==> src/rtl/qwb_pkg.sv <==
// Shared width helpers for the Q-table write-back unit.
package qwb_pkg;

   function automatic int unsigned calc_n_level(int unsigned l_width);
      return 32'd1 << (l_width / 2);
   endfunction

   function automatic int unsigned calc_d_width(int unsigned l_width, int unsigned q_width);
      return q_width * calc_n_level(l_width);
   endfunction

   function automatic int unsigned calc_wen_width(int unsigned l_width, int unsigned q_width);
      return calc_d_width(l_width, q_width) / 8;
   endfunction

   function automatic int unsigned calc_addr_shift(int unsigned l_width, int unsigned q_width);
      return $clog2(calc_wen_width(l_width, q_width));
   endfunction

   function automatic int unsigned calc_road_w(int unsigned n_road);
      return (n_road < 3) ? 1 : $clog2(n_road);
   endfunction

endpackage

==> src/rtl/qwb_merge.sv <==
// Replaces one Q level of a row and produces that level's byte enables.
module qwb_merge #(
   parameter int unsigned Q_WIDTH = 16,
   parameter int unsigned DUR_W   = 2,
   localparam int unsigned N_LEVEL   = 1 << DUR_W,
   localparam int unsigned D_WIDTH   = Q_WIDTH * N_LEVEL,
   localparam int unsigned WEN_WIDTH = D_WIDTH / 8,
   localparam int unsigned Q_BYTES   = Q_WIDTH / 8
) (
   input  logic [D_WIDTH-1:0]   row_in,
   input  logic [DUR_W-1:0]     dur,
   input  logic [Q_WIDTH-1:0]   q,
   output logic [D_WIDTH-1:0]   row_out,
   output logic [WEN_WIDTH-1:0] ben
);

   always_comb begin
      row_out = row_in;
      ben     = '0;
      for (int unsigned l = 0; l < N_LEVEL; l++) begin
         if (DUR_W'(l) == dur) begin
            row_out[l*Q_WIDTH +: Q_WIDTH] = q;
            ben[l*Q_BYTES +: Q_BYTES]     = '1;
         end
      end
   end

endmodule

==> src/rtl/qtable_wb_unit.sv <==
// Q-table write-back pipeline: BRAM row capture, level merge, per-road byte enables.
// Define QWB_FWD_EN to patch in-flight rows with each committed Q value.
module qtable_wb_unit
   import qwb_pkg::*;
#(
   parameter int unsigned L_WIDTH    = 4,
   parameter int unsigned Q_WIDTH    = 16,
   parameter int unsigned N_ROAD     = 4,
   parameter int unsigned PIPE_DEPTH = 5,
   parameter int unsigned ADDR_WIDTH = 32,
   localparam int unsigned S_WIDTH    = 2 * L_WIDTH,
   localparam int unsigned D_WIDTH    = calc_d_width(L_WIDTH, Q_WIDTH),
   localparam int unsigned WEN_WIDTH  = calc_wen_width(L_WIDTH, Q_WIDTH),
   localparam int unsigned ADDR_SHIFT = calc_addr_shift(L_WIDTH, Q_WIDTH),
   localparam int unsigned ROAD_W     = calc_road_w(N_ROAD),
   localparam int unsigned DUR_W      = L_WIDTH / 2,
   localparam int unsigned A_WIDTH    = ROAD_W + DUR_W
) (
   input  logic                          clk,
   input  logic                          rst,
   input  logic                          in_valid,
   input  logic [S_WIDTH-1:0]            S,
   input  logic [A_WIDTH-1:0]            A,
   input  logic [N_ROAD*D_WIDTH-1:0]     rd_data,
   input  logic [Q_WIDTH-1:0]            Q_new,
   input  logic                          wen,
   output logic [ADDR_WIDTH-1:0]         rd_addr,
   output logic                          wr_valid,
   output logic [ADDR_WIDTH-1:0]         wr_addr,
   output logic [D_WIDTH-1:0]            wr_data,
   output logic [N_ROAD*WEN_WIDTH-1:0]   wen_bram,
   output logic                          err_road
);

   localparam int unsigned NSTG = PIPE_DEPTH - 1;

   typedef struct packed {
      logic               valid;
      logic [S_WIDTH-1:0] state;
      logic [ROAD_W-1:0]  road;
      logic [DUR_W-1:0]   dur;
      logic [D_WIDTH-1:0] row;
   } entry_t;

   entry_t                  stg_q   [NSTG];
   entry_t                  stg_d   [NSTG];
   logic [D_WIDTH-1:0]      eff_row [NSTG];
   logic [D_WIDTH-1:0]      rd_row;
   logic [D_WIDTH-1:0]      cm_row;
   logic [WEN_WIDTH-1:0]    cm_ben;
   logic [ROAD_W-1:0]       a_road;
   logic [DUR_W-1:0]        a_dur;
   logic                    road_ok;
   logic                    commit;
   logic [N_ROAD*WEN_WIDTH-1:0] wen_bram_d;

   assign a_road  = A[A_WIDTH-1 -: ROAD_W];
   assign a_dur   = A[DUR_W-1:0];
   assign road_ok = 32'(a_road) < N_ROAD;
   assign commit  = stg_q[NSTG-1].valid & wen;
   assign rd_addr = ADDR_WIDTH'(S) << ADDR_SHIFT;

   always_comb begin
      rd_row = '0;
      for (int unsigned r = 0; r < N_ROAD; r++) begin
         if (stg_q[0].road == ROAD_W'(r)) rd_row = rd_data[r*D_WIDTH +: D_WIDTH];
      end
   end

   // Stage 0 has no row yet; its row is whatever the BRAM returns this cycle.
   always_comb begin
      eff_row[0] = rd_row;
      for (int unsigned k = 1; k < NSTG; k++) eff_row[k] = stg_q[k].row;
   end

`ifdef QWB_FWD_EN
   logic [D_WIDTH-1:0]   mrg_row [NSTG];
   logic [WEN_WIDTH-1:0] mrg_ben [NSTG];

   // The last stage's merge doubles as the commit merge.
   for (genvar k = 0; k < NSTG; k++) begin : g_fwd
      qwb_merge #(.Q_WIDTH(Q_WIDTH), .DUR_W(DUR_W)) u_merge (
         .row_in  (eff_row[k]),
         .dur     (stg_q[NSTG-1].dur),
         .q       (Q_new),
         .row_out (mrg_row[k]),
         .ben     (mrg_ben[k])
      );
   end
   assign cm_row = mrg_row[NSTG-1];
   assign cm_ben = mrg_ben[NSTG-1];
`else
   qwb_merge #(.Q_WIDTH(Q_WIDTH), .DUR_W(DUR_W)) u_merge (
      .row_in  (eff_row[NSTG-1]),
      .dur     (stg_q[NSTG-1].dur),
      .q       (Q_new),
      .row_out (cm_row),
      .ben     (cm_ben)
   );
`endif

   always_comb begin
      stg_d[0] = '{valid: in_valid & road_ok, state: S, road: a_road, dur: a_dur, row: '0};
      for (int unsigned k = 1; k < NSTG; k++) begin
         stg_d[k]     = stg_q[k-1];
         stg_d[k].row = eff_row[k-1];
`ifdef QWB_FWD_EN
         if (commit && stg_q[k-1].valid && stg_q[k-1].state == stg_q[NSTG-1].state &&
             stg_q[k-1].road == stg_q[NSTG-1].road) begin
            for (int unsigned b = 0; b < WEN_WIDTH; b++) begin
               if (mrg_ben[k-1][b]) stg_d[k].row[b*8 +: 8] = mrg_row[k-1][b*8 +: 8];
            end
         end
`endif
      end
   end

   always_comb begin
      wen_bram_d = '0;
      for (int unsigned r = 0; r < N_ROAD; r++) begin
         if (commit && stg_q[NSTG-1].road == ROAD_W'(r)) begin
            wen_bram_d[r*WEN_WIDTH +: WEN_WIDTH] = cm_ben;
         end
      end
   end

   always_ff @(posedge clk) begin
      if (rst) begin
         for (int unsigned k = 0; k < NSTG; k++) stg_q[k].valid <= 1'b0;
         wr_valid <= 1'b0;
         wr_addr  <= '0;
         wr_data  <= '0;
         wen_bram <= '0;
         err_road <= 1'b0;
      end else begin
         stg_q    <= stg_d;
         wr_valid <= commit;
         wen_bram <= wen_bram_d;
         if (commit) begin
            wr_addr <= ADDR_WIDTH'(stg_q[NSTG-1].state) << ADDR_SHIFT;
            wr_data <= cm_row;
         end
         if (in_valid && !road_ok) err_road <= 1'b1;
      end
   end

endmodule
==> config.mk <==
export PLATFORM = sky130hd
export DESIGN_NAME = qtable_wb_unit
export DESIGN_NICKNAME = d
export VERILOG_FILES = /design/src/rtl/qwb_pkg.sv /design/src/rtl/qwb_merge.sv /design/src/rtl/qtable_wb_unit.sv
export SDC_FILE = /design/constraint.sdc
export NUM_CORES = 1
export LEC_CHECK = 0
export BUFFER_PORTS_ARGS = -buffer_cell sky130_fd_sc_hd__buf_4
export CORE_ASPECT_RATIO = 1.4
export CORE_MARGIN = 5
export CORE_UTILIZATION = 50
export CTS_BUF_LIST = sky130_fd_sc_hd__clkbuf_2
export DETAILED_ROUTE_END_ITERATION = 12
export PLACE_DENSITY = 0.78
export SLEW_MARGIN = 40
export SYNTH_ARGS = -nofsm -noshare
export SYNTH_HDL_FRONTEND = slang
export SYNTH_HIERARCHICAL = 1
export SYNTH_SLANG_ARGS = --single-unit
export TNS_END_PERCENT = 5
==> constraint.sdc <==
create_clock -name clk -period 17.6 [get_ports clk]
set_clock_uncertainty 0.2 [all_clocks]
set_input_delay 1.76 -clock clk [delete_from_list [all_inputs] [get_ports clk]]
set_output_delay 1.76 -clock clk [all_outputs]
set_load 0.1 [all_outputs]
==> impl_metrics.ini, run 1 <==
[power]
static-leakage-power_uw = 0.007223
power-per-cell-area_mw_per_mm2 = 90.76
max-vdd-ir-drop_mv = 0.05707

[sta]
hold_fails_final_rpt = 0
tightest_slew_ns = 0.8184
fin_crit_sh_pct = 23.26
fin_ws_ns = 13.51
max_clock_freq_ghz = 0.2443
grt_setup_unrepaired = no
final-max-slew-violation-count = 0
setup_total_negative_slack_ns = 0
min_clock_period_post_route_ns = 4.093
setup_viol = 0
max-slew-margin-rel_pct = 45.44

[floorplanning]
design.core.area_mm2 = 0.02831
floorplan.io_pins = 450
y_dimension_of_the_die_um = 210.0
initial_cell_density_of_the_core_pct = 50.47
die_x_um = 152.9
rows = 73
floorplan.die_area_mm2 = 0.03211

[global_routing]
grt_pass1_vias = 9062
grt_start_max_net_pins = 159
global_route_wire_length_before_repair_um = 50200
gr-usage-all-layers_pct = 19.97
number_of_antenna_violations_at_the_first_check_in_global_routing = 2
grt.overflow.total = 0

[routing]
antenna_left = 0
drt_drc_violations_left = 0
via_count = 8648
drt-pass1-iter-count = 5
vias_per_cell = 5.028
drt_wl_total_um = 33430
drt_first_iter_violations = 597
detail_route.wl_per_cell_um = 19.44

[clocking]
total_of_cells_resized_after_clock_tree_synthesis = 0
clock_tree.root_cell = clkbuf_2
clock_sink_count = 349
post_cts.repair.setup_buffers = 0
clk-insertion-delay-late_ns = 0.84
htreeDepth = 3
clkSlewWorstSetupHoldPaths_ns = 0.11
cts_hold_repair.buffers = 0
cts_tree = done
cts_buffers = 77
clockBufferDepth = 3

[place]
detailedPlacementHpwl_um = 24510
port_buffers = 400
place.gp.congestion = 0.8170
dpl-instance-area_mm2 = 0.01711
place_worst_setup_slack_ns = 13.51

[logic_synthesis]
post_synth_most_frequent_cells = 240 x edfxtp_1, 109 x dfxtp_1, 72 x a21bo_2, 72 x a21oi_1, 72 x nand3_1
yosysUniqueCellTypes = 27
ys_ff_latch = 349
yosys.area.top_type_share_pct = 50.43
synth_sequential_area_ratio_pct = 65.70
syn_area_mm2 = 0.01429
synthesis.instances = 876
ys_dominant_reg_cell = edfxtp_1
synth_area_leader_cell = edfxtp_1
avgSynthCellArea_um2 = 16.31
synthArstFlopShare_pct = 0
post-synth-top-count-cell = edfxtp_1
number_of_flops_mapped_to_enable_cells_by_yosys = 240
yosysWarnings = 6
synthTopCellsByArea = edfxtp_1 50%, dfxtp_1 15%, mux4_2 9.5%

[setup_path]
critical-path-slowest-cell = buf_4
worst-endpoint-required_ns = 15.64
critical_path.top_delay_family = buffers and inverters
worst-path-max-fanout = 2
critical-path-top-cell-by-count = buf_4
cp_data_arrival_time_ns = 2.13
criticalPathCategory = in -> out
critical_path.n_buffers_inverters = 2
startpoint_type_of_the_worst_setup_path = input port
cp-end-kind = output port
critPathMaxStageDelay_ns = 0.28
worstPathCellList = buf_4, buf_4

[final_layout]
synthToLayoutAreaGrowth_pct = 24.48
n_fill_cell = 2187
register_area_mm2 = 0.009393
final_layout_size_suffix_gt1_share_pct = 54.13
area_taken_by_multi_input_logic_gates_mm2 = 0.004154
nets = 1574
stdcell_area_mm2 = 0.01779

[job]
cap_violations = 0

[worst_hold_path]
hp-class = reg -> reg

[run_status]
outcome = finished clean
==> worst register-to-register path: stages, from the launching register on <==
cell and delay [ns]:
edfxtp_1 0.35, buf_4 0.49, buf_4 0.61, mux4_1 0.75
==> cells in the final DEF (no fill, tap or decap), types with 3 or more instances in the layout <==
| cell | netlist | routed |
|---|---|---|
| buf_4 | 61 | 404 |
| edfxtp_1 | 240 | 240 |
| clkbuf_2 | 3 | 110 |
| dfxtp_1 | 109 | 108 |
| nand3_1 | 72 | 72 |
| a21bo_2 | 72 | 72 |
| a21oi_1 | 72 | 72 |
| mux4_2 | 60 | 60 |
| conb_1 | 1 | 49 |
| mux2_2 | 46 | 46 |
| nor2_1 | 32 | 32 |
| clkinv_1 | 0 | 21 |
| mux2_4 | 18 | 18 |
| nand2b_1 | 10 | 8 |
| mux4_1 | 4 | 4 |
| nor2b_1 | 4 | 4 |
| inv_2 | 0 | 3 |
| buf_6 | 6 | 3 |
| inv_1 | 4 | 3 |
==> kinds of logic after synthesis <==
logic type,Yosys count,share of synthesized area (%)
flops,349,65.70
buf+inv,129,6.558
mux,128,15.71
other cells,1,0.02624
simple gates,125,4.439
compound gates,144,7.565
==> flip-flops by register name, indices dropped and copies added (netlist names) <==
register  flops
eff_row     192
stg_d        39
wen_bram     32
wr_addr       8
wr_valid      1
stg_q        13
wr_data      64
==> power by group <==
part	internal [uW]	leakage, uW	switching [uW]
combinational	90.5	0.00349	127
sequential	931	0.00323	14.1
clock	168	0.000507	284
total	1190	0.00722	425
==> cell type report <==
type                    instances  share of cell area (%)
repair buffers                408                   17.35
diodes                          2                 0.02814
flip-flops and latches        349                   52.80
clock inverters                26                  0.5768
inverters                       4                  0.1547
well taps                     375                   2.638
clock buffers                 110                   3.095
multi-input cells             446                   23.35
==> path summary, 6_finish.rpt <==
| path | to | start | slack [ns] | cells past startpoint |
|---|---|---|---|---|
| worst min-delay path | stg_q[64]$_DFFE_PN_ | stg_d[64]$_DFFE_PN_ | 0.14 | 0 |
| worst max-delay path | rd_addr[3] | S[0] | 13.51 | 2 |
| worst max register to register | eff_row[182]$_DFFE_PN_ | stg_d[220]$_DFFE_PN_ | 14.94 | 3 |
| worst min register to register | stg_q[64]$_DFFE_PN_ | stg_d[64]$_DFFE_PN_ | 0.14 | 0 |
==> metal layers <==
metal,track usage [%],vias to the layer above,wire length [um]
met4,7.316,0,811
li1,-,4093,-
met5,0,-,0
met1,23.92,4119,12890
met3,5.073,49,2205
met2,35.05,387,17520
==> metrics by stage <==
| stage | total power (uW) | util [%] | hold slack (ns) | instances |
|---|---|---|---|---|
| after floorplan | 1121 | - | 0.2003 | 924 |
| after global placement | 1178 | 60.34 | 0.2003 | 1581 |
| after detailed placement | 1182 | 60.42 | 0.2045 | 1581 |
| after CTS | 1636 | 62.72 | 0.1334 | 1717 |
| after global routing | 1696 | 62.82 | 0.1527 | 1720 |
| final | 1614 | 62.82 | 0.1403 | 1720 |
No activity file was read; power rests on OpenSTA's default activity.
==> inputs of run 2 (changes only) <==
clock period = 3.8 ns   (was 17.6 ns; I/O delays follow)
==> run 2 against run 1 <==
  * First-iteration DRC count increased by 12%
  * Highest routed layer unchanged
  * Register-to-register slack got worse by 14 ns
  * Non-clock buffer count rose by 179
  * Total power rose to 5.0 times the previous value
==> impl_metrics.ini, run 2 (synthesis gave the netlist of run 1 again) <==
[sta]
max_clock_freq_ghz = 0.3422
max-slew-margin-rel_pct = 45.40
final-max-slew-violation-count = 0
holdWs_ns = 0.08825
setup_viol = 0
grt_setup_unrepaired = no
fin_crit_sh_pct = 76.90
tightest_slew_ns = 0.8190
hold_fails_final_rpt = 0
fin_ws_ns = 0.8779
min_clock_period_post_route_ns = 2.922

[floorplanning]
floorplan.io_pins = 450
y_dimension_of_the_die_um = 210.0
floorplan.die_area_mm2 = 0.03211
initial_cell_density_of_the_core_pct = 50.47
rows = 73
die_x_um = 152.9
design.core.area_mm2 = 0.02831

[setup_path]
critical-path-slowest-cell = dlygate4sd3_1
critical_path.n_buffers_inverters = 2
worst-endpoint-required_ns = 4.36
critPathMaxStageDelay_ns = 0.60
worstPathCellList = nand2b_2, mux2_2, nand3_1, dlygate4sd3_1, a21oi_1, dlygate4sd3_1
criticalPathCategory = reg -> reg
critical_path.top_delay_family = buffers and inverters
worst-path-max-fanout = 17
cp_data_arrival_time_ns = 3.48
critical-path-top-cell-by-count = dlygate4sd3_1
startpoint_type_of_the_worst_setup_path = flop
cp-end-kind = flop

[global_routing]
global_route_wire_length_before_repair_um = 55170
gr-usage-all-layers_pct = 22.04
grt_start_max_net_pins = 147
grt.overflow.total = 0
number_of_antenna_violations_at_the_first_check_in_global_routing = 5
grt_pass1_vias = 10144

[place]
detailedPlacementHpwl_um = 25110
place.gp.congestion = 0.8435
dp_cells = 1583
place_worst_setup_slack_ns = 1.645
port_buffers = 400

[clocking]
clock_tree.root_cell = clkbuf_2
clkSlewWorstSetupHoldPaths_ns = 0.12
clock_sink_count = 349
htreeDepth = 3
cts_tree = done
cts_buffers = 76
clk-insertion-delay-late_ns = 0.85
clockBufferDepth = 3

[power]
power_frac_seq_pct = 54.8
power.total_uw = 8000
total_switching_power_uw = 2056
cell_internal_pwr_uw = 5943
p_sw_share_pct = 25.71
power.clock.fraction_pct = 30.0
combPwrFrac_pct = 15.2
max-vdd-ir-drop_mv = 0.2316
static-leakage-power_uw = 0.008018
power-per-cell-area_mw_per_mm2 = 406.1

[final_layout]
largest_reg_flops = 192
register_area_mm2 = 0.009393
final_cell_count_no_fill = 1901
layout.cells.most_common = buf_4
n_fill_cell = 1960
area_taken_by_multi_input_logic_gates_mm2 = 0.004154
synthToLayoutAreaGrowth_pct = 37.85
final_layout_size_suffix_gt1_share_pct = 47.99
final_cell_mix = 404 x buf_4, 240 x edfxtp_1, 178 x dlygate4sd3_1, 108 x dfxtp_1, 107 x clkbuf_2
nets = 1752

[routing]
vias_per_cell = 4.978
drt_first_iter_violations = 671
via_count = 9464
drt_wl_total_um = 36460
detail_route.wl_per_cell_um = 19.18
drt_drc_violations_left = 0
drt-pass1-iter-count = 5
antenna_left = 0

[worst_hold_path]
hp-class = in -> reg

[job]
cap_violations = 0

[run_status]
outcome = finished clean
==> run 2: cell count changes in the layout (fill, tap and decap cells not counted), sizes merged <==
cell	delta
dlygate4sd3	+178
bufinv	+4
clkbuf	-3
diode	+3
inv	-3
buf	+1
clkinvlp	+1
==> run 2: worst paths after layout <==
path | startpoint | end | slack [ns] | depth (start not counted)
max | stg_q[65]$_DFFE_PN_ | wr_data[31]$_SDFFE_PP0P_ | 0.88 | 6
min | S[7] | stg_d[229]$_DFFE_PN_ | 0.09 | 2
max reg2reg | stg_q[65]$_DFFE_PN_ | wr_data[31]$_SDFFE_PP0P_ | 0.88 | 6
min reg2reg | eff_row[86]$_DFFE_PN_ | eff_row[22]$_DFFE_PN_ | 0.19 | 0
==> run 2: metal layers <==
metal / vias to the layer above / global-route usage, % / share of wire [%]
li1: 4448 / - / -
met1: 4460 / 25.87 / 38
met2: 466 / 38.17 / 52
met3: 90 / 4.826 / 6.1
met4: 0 / 11.47 / 4.2
met5: - / 0 / 0
==> run 2: power groups by stage <==
stage                     clock network [uW]  logic (uW)  registers (uW)
after global placement                     0         998            4460
after floorplan                            0         700            4490
after detailed placement                   0        1000            4470
after CTS                               2470        1210            4380
final                                   2400        1220            4380
after global routing                    2680        1280            4410
==> run 2: timing repair <==
| item | 4_1_cts | 5_1_grt |
|---|---|---|
| buffers inserted | 0 | 0 |
| resized for setup | 0 | 0 |
| hold buffers | 177 | 1 |
| endpoints found under the hold margin | 161 | 1 |
==> run 2: area by class of cell <==
type	instances	share of cell area (%)
sequential	349	47.68
timing repair buffer	587	24.86
multi-input combinational	446	21.09
clock buffer	107	2.718
tap	375	2.382
clock inverter	28	1.112
inverter	4	0.09527
antenna	5	0.06352
==> run 2: metrics by stage <==
| stage | TNS (ns) | cell area, um^2 | utilization [%] |
|---|---|---|---|
| 2_1_floorplan | -209.42 | 14500 | - |
| 3_3_place_gp | 0 | 17130 | 60.51 |
| 3_5_place_dp | 0 | 17150 | 60.56 |
| 4_1_cts | 0 | 19670 | 69.48 |
| 5_1_grt | 0 | 19700 | 69.57 |
| 6_report | 0 | 19700 | 69.57 |
==> inputs of run 3 (changes only) <==
ABC_AREA = 1   (was default)
CORE_UTILIZATION = 48   (was 50)
PLACE_DENSITY = 0.79   (was 0.78)
clock period = 2.4 ns   (was 3.8 ns; I/O delays follow)
==> run 3 against run 2 <==
  * The run now ends with setup timing left
  * Synthesized area is 1.1% lower
  * Final cell count is 31% higher
  * Clock power is 48% higher
  * Worst hold slack worse by 0.016 ns
  * Core utilization is 3.1 points higher
  * Critical endpoint is now eff_row[176]$_DFFE_PN_
  * Largest power group unchanged
==> impl_metrics.ini, run 3 <==
[setup_path]
reg2reg_launch_point = stg_d[221]$_DFFE_PN_
worst-path-max-fanout = 39
worstSetupEndpoint = eff_row[176]$_DFFE_PN_
startpoint_type_of_the_worst_setup_path = flop
criticalPathCategory = reg -> reg
timing.reg2reg.worst_path_depth = 5
cp-end-kind = flop
worstSetupStartpoint = stg_d[221]$_DFFE_PN_
cp_data_arrival_time_ns = 2.90
worst_r2r_endpoint = eff_row[176]$_DFFE_PN_
worst-endpoint-required_ns = 2.88
reg2reg_setup_slack_ns = -0.01

[clocking]
clock_tree.root_cell = clkbuf_2
cts_tree = done
clockBufferDepth = 3
clock_sink_count = 349
clk-insertion-delay-late_ns = 0.85
cts_buffers = 77
htreeDepth = 3
clkSlewWorstSetupHoldPaths_ns = 0.10

[logic_synthesis]
avgSynthCellArea_um2 = 10.93
yosysUniqueCellTypes = 21
synthArstFlopShare_pct = 0
syn_area_mm2 = 0.01414
synthTopCellsByArea = edfxtp_1 51%, dfxtp_1 15%, nand3_1 8.1%
ys_dominant_reg_cell = edfxtp_1
number_of_flops_mapped_to_enable_cells_by_yosys = 240
post-synth-top-count-cell = edfxtp_1
synthesis.instances = 1293
yosys.area.top_type_share_pct = 50.97
post_synth_most_frequent_cells = 240 x edfxtp_1, 228 x nand3_1, 180 x nor2_1, 177 x nand2_1, 109 x dfxtp_1
synth_sequential_area_ratio_pct = 66.41
ys_ff_latch = 349
yosysWarnings = 6
synth_area_leader_cell = edfxtp_1

[power]
static-leakage-power_uw = 0.009065
power.total_uw = 13010
max-vdd-ir-drop_mv = 0.3928
power-per-cell-area_mw_per_mm2 = 613.3

[global_routing]
gr-usage-all-layers_pct = 28.87
number_of_antenna_violations_at_the_first_check_in_global_routing = 13
grt_util_met1_pct = 33.20
grt_start_max_net_pins = 129
gr-max-usage-layer = met2
grt.overflow.total = 0
global_route_wire_length_before_repair_um = 74110
met2_usage_pct = 49.12
grtUsageMet3_pct = 6.367
grt_pass1_vias = 13696

[final_layout]
layout.cells.most_common = buf_4
nets = 2328
synthToLayoutAreaGrowth_pct = 50.01
utilization_pct = 72.72
largest_reg_flops = 192
final_cell_mix = 412 x buf_4, 341 x dlygate4sd3_1, 240 x edfxtp_1, 228 x nand3_1, 180 x nor2_1
final_cell_count_no_fill = 2493
final_layout_size_suffix_gt1_share_pct = 27.18

[floorplanning]
rows = 74
floorplan.io_pins = 450
initial_cell_density_of_the_core_pct = 48.48
y_dimension_of_the_die_um = 213.1
die_x_um = 155.1
design.core.area_mm2 = 0.02917
floorplan.die_area_mm2 = 0.03304

[place]
dp_cells = 1996
port_buffers = 400
detailedPlacementHpwl_um = 27480
place.gp.congestion = 0.8943

[run_status]
failed_checks = setup timing
outcome = finished, violations left

[worst_hold_path]
hp-class = in -> reg

[sta]
setup_viol = 2
final-max-slew-violation-count = 0
max-slew-margin-rel_pct = 51.94
grt_setup_unrepaired = yes
hold_fails_final_rpt = 0
tightest_slew_ns = 0.7209
fin_crit_sh_pct = 100.6
max_clock_freq_ghz = 0.4142
min_clock_period_post_route_ns = 2.414
setup_total_negative_slack_ns = -0.02739
holdWs_ns = 0.07211
fin_ws_ns = -0.01441

[routing]
antenna_left = 0
drt-pass1-iter-count = 7
drt_drc_violations_left = 0
drt_wl_total_um = 50730
drt_first_iter_violations = 1048
detail_route.wl_per_cell_um = 20.35
via_count = 13360
vias_per_cell = 5.359

[job]
cap_violations = 0
==> run 3: changes by cell type in the layout (fill, tap and decap cells not counted), sizes merged, moves of 72 or more <==
| cell | previous run | this run |
|---|---|---|
| o21ai | 0 | 104 |
| a21bo | 72 | 0 |
| nor2 | 33 | 183 |
| nand3 | 72 | 228 |
| a21oi | 72 | 0 |
| dlygate4sd3 | 178 | 341 |
| nand2 | 1 | 180 |
==> run 3: cells by family after synthesis <==
| logic type | share of synthesized area (%) |
|---|---|
| flip-flops | 66.41 |
| other | 0.02652 |
| AO/OA/AOI/OAI | 4.106 |
| AND/OR/NAND/NOR | 21.04 |
| buffers and inverters | 8.416 |
==> run 3: critical path: stages (launching register included) <==
cell and delay [ns]:
edfxtp_1 0.54, inv_2 0.40, buf_12 0.28, nand3_1 0.13
nand4_1 0.13, dlygate4sd3_1 0.58
==> run 3: worst min-delay path by stage <==
stage                                      from                endpoint  slack (ns)  depth (start not counted)
after floorplan                             rst   stg_d[230]$_SDFF_PP0_        0.11                          1
after global placement     stg_d[76]$_SDFF_PP0_    stg_q[76]$_SDFF_PP0_        0.19                          2
after detailed placement  stg_d[230]$_SDFF_PP0_   stg_d[153]$_SDFF_PP0_        0.19                          2
after CTS                          rd_data[210]  eff_row[146]$_DFFE_PN_      0.0003                          4
after global routing               rd_data[219]  eff_row[155]$_DFFE_PN_      -0.004                          4
final                               rd_data[65]  eff_row[129]$_DFFE_PN_        0.07                          4
==> run 3: layout make-up <==
class / count / area, um^2
diodes: 16 / 40.04
clock buffers: 102 / 510.5
clock inverters: 34 / 165.2
fillers: 1876 / 7956
inverters: 39 / 161.4
multi-input cells: 808 / 3742
flip-flops and latches: 349 / 9389
well taps: 380 / 475.5
repair buffers: 765 / 6725
==> run 3: layer usage <==
layer	routed length, um	share of wire, %
met1	17720	35
met2	24990	49
met3	4651	9.2
met4	3372	6.6
met5	0	0
==> run 3: power breakdown <==
part           switching [uW]  internal, uW  leakage, uW  total [uW]
clock network            2260          1290     0.000527        3540
logic                    1420          1050      0.00529        2470
registers                 146          6850      0.00325        6990
total                    3820          9190      0.00906       13000
==> run 3: metrics by stage <==
step	setup slack (ns)	cell area (um^2)
floorplan	0.2420	14330
global placement	0.5071	17020
detailed placement	0.3942	17020
CTS	0.04411	21110
global route	-0.05376	21200
finish	-0.01441	21210
==> run 3: repair_timing <==
item / CTS / global route
hold buffers: 341 / 1
endpoints found under the setup margin: 0 / 41
buffers inserted: 0 / 1
hold endpoints to repair: 425 / 1
resized for setup: 0 / 5
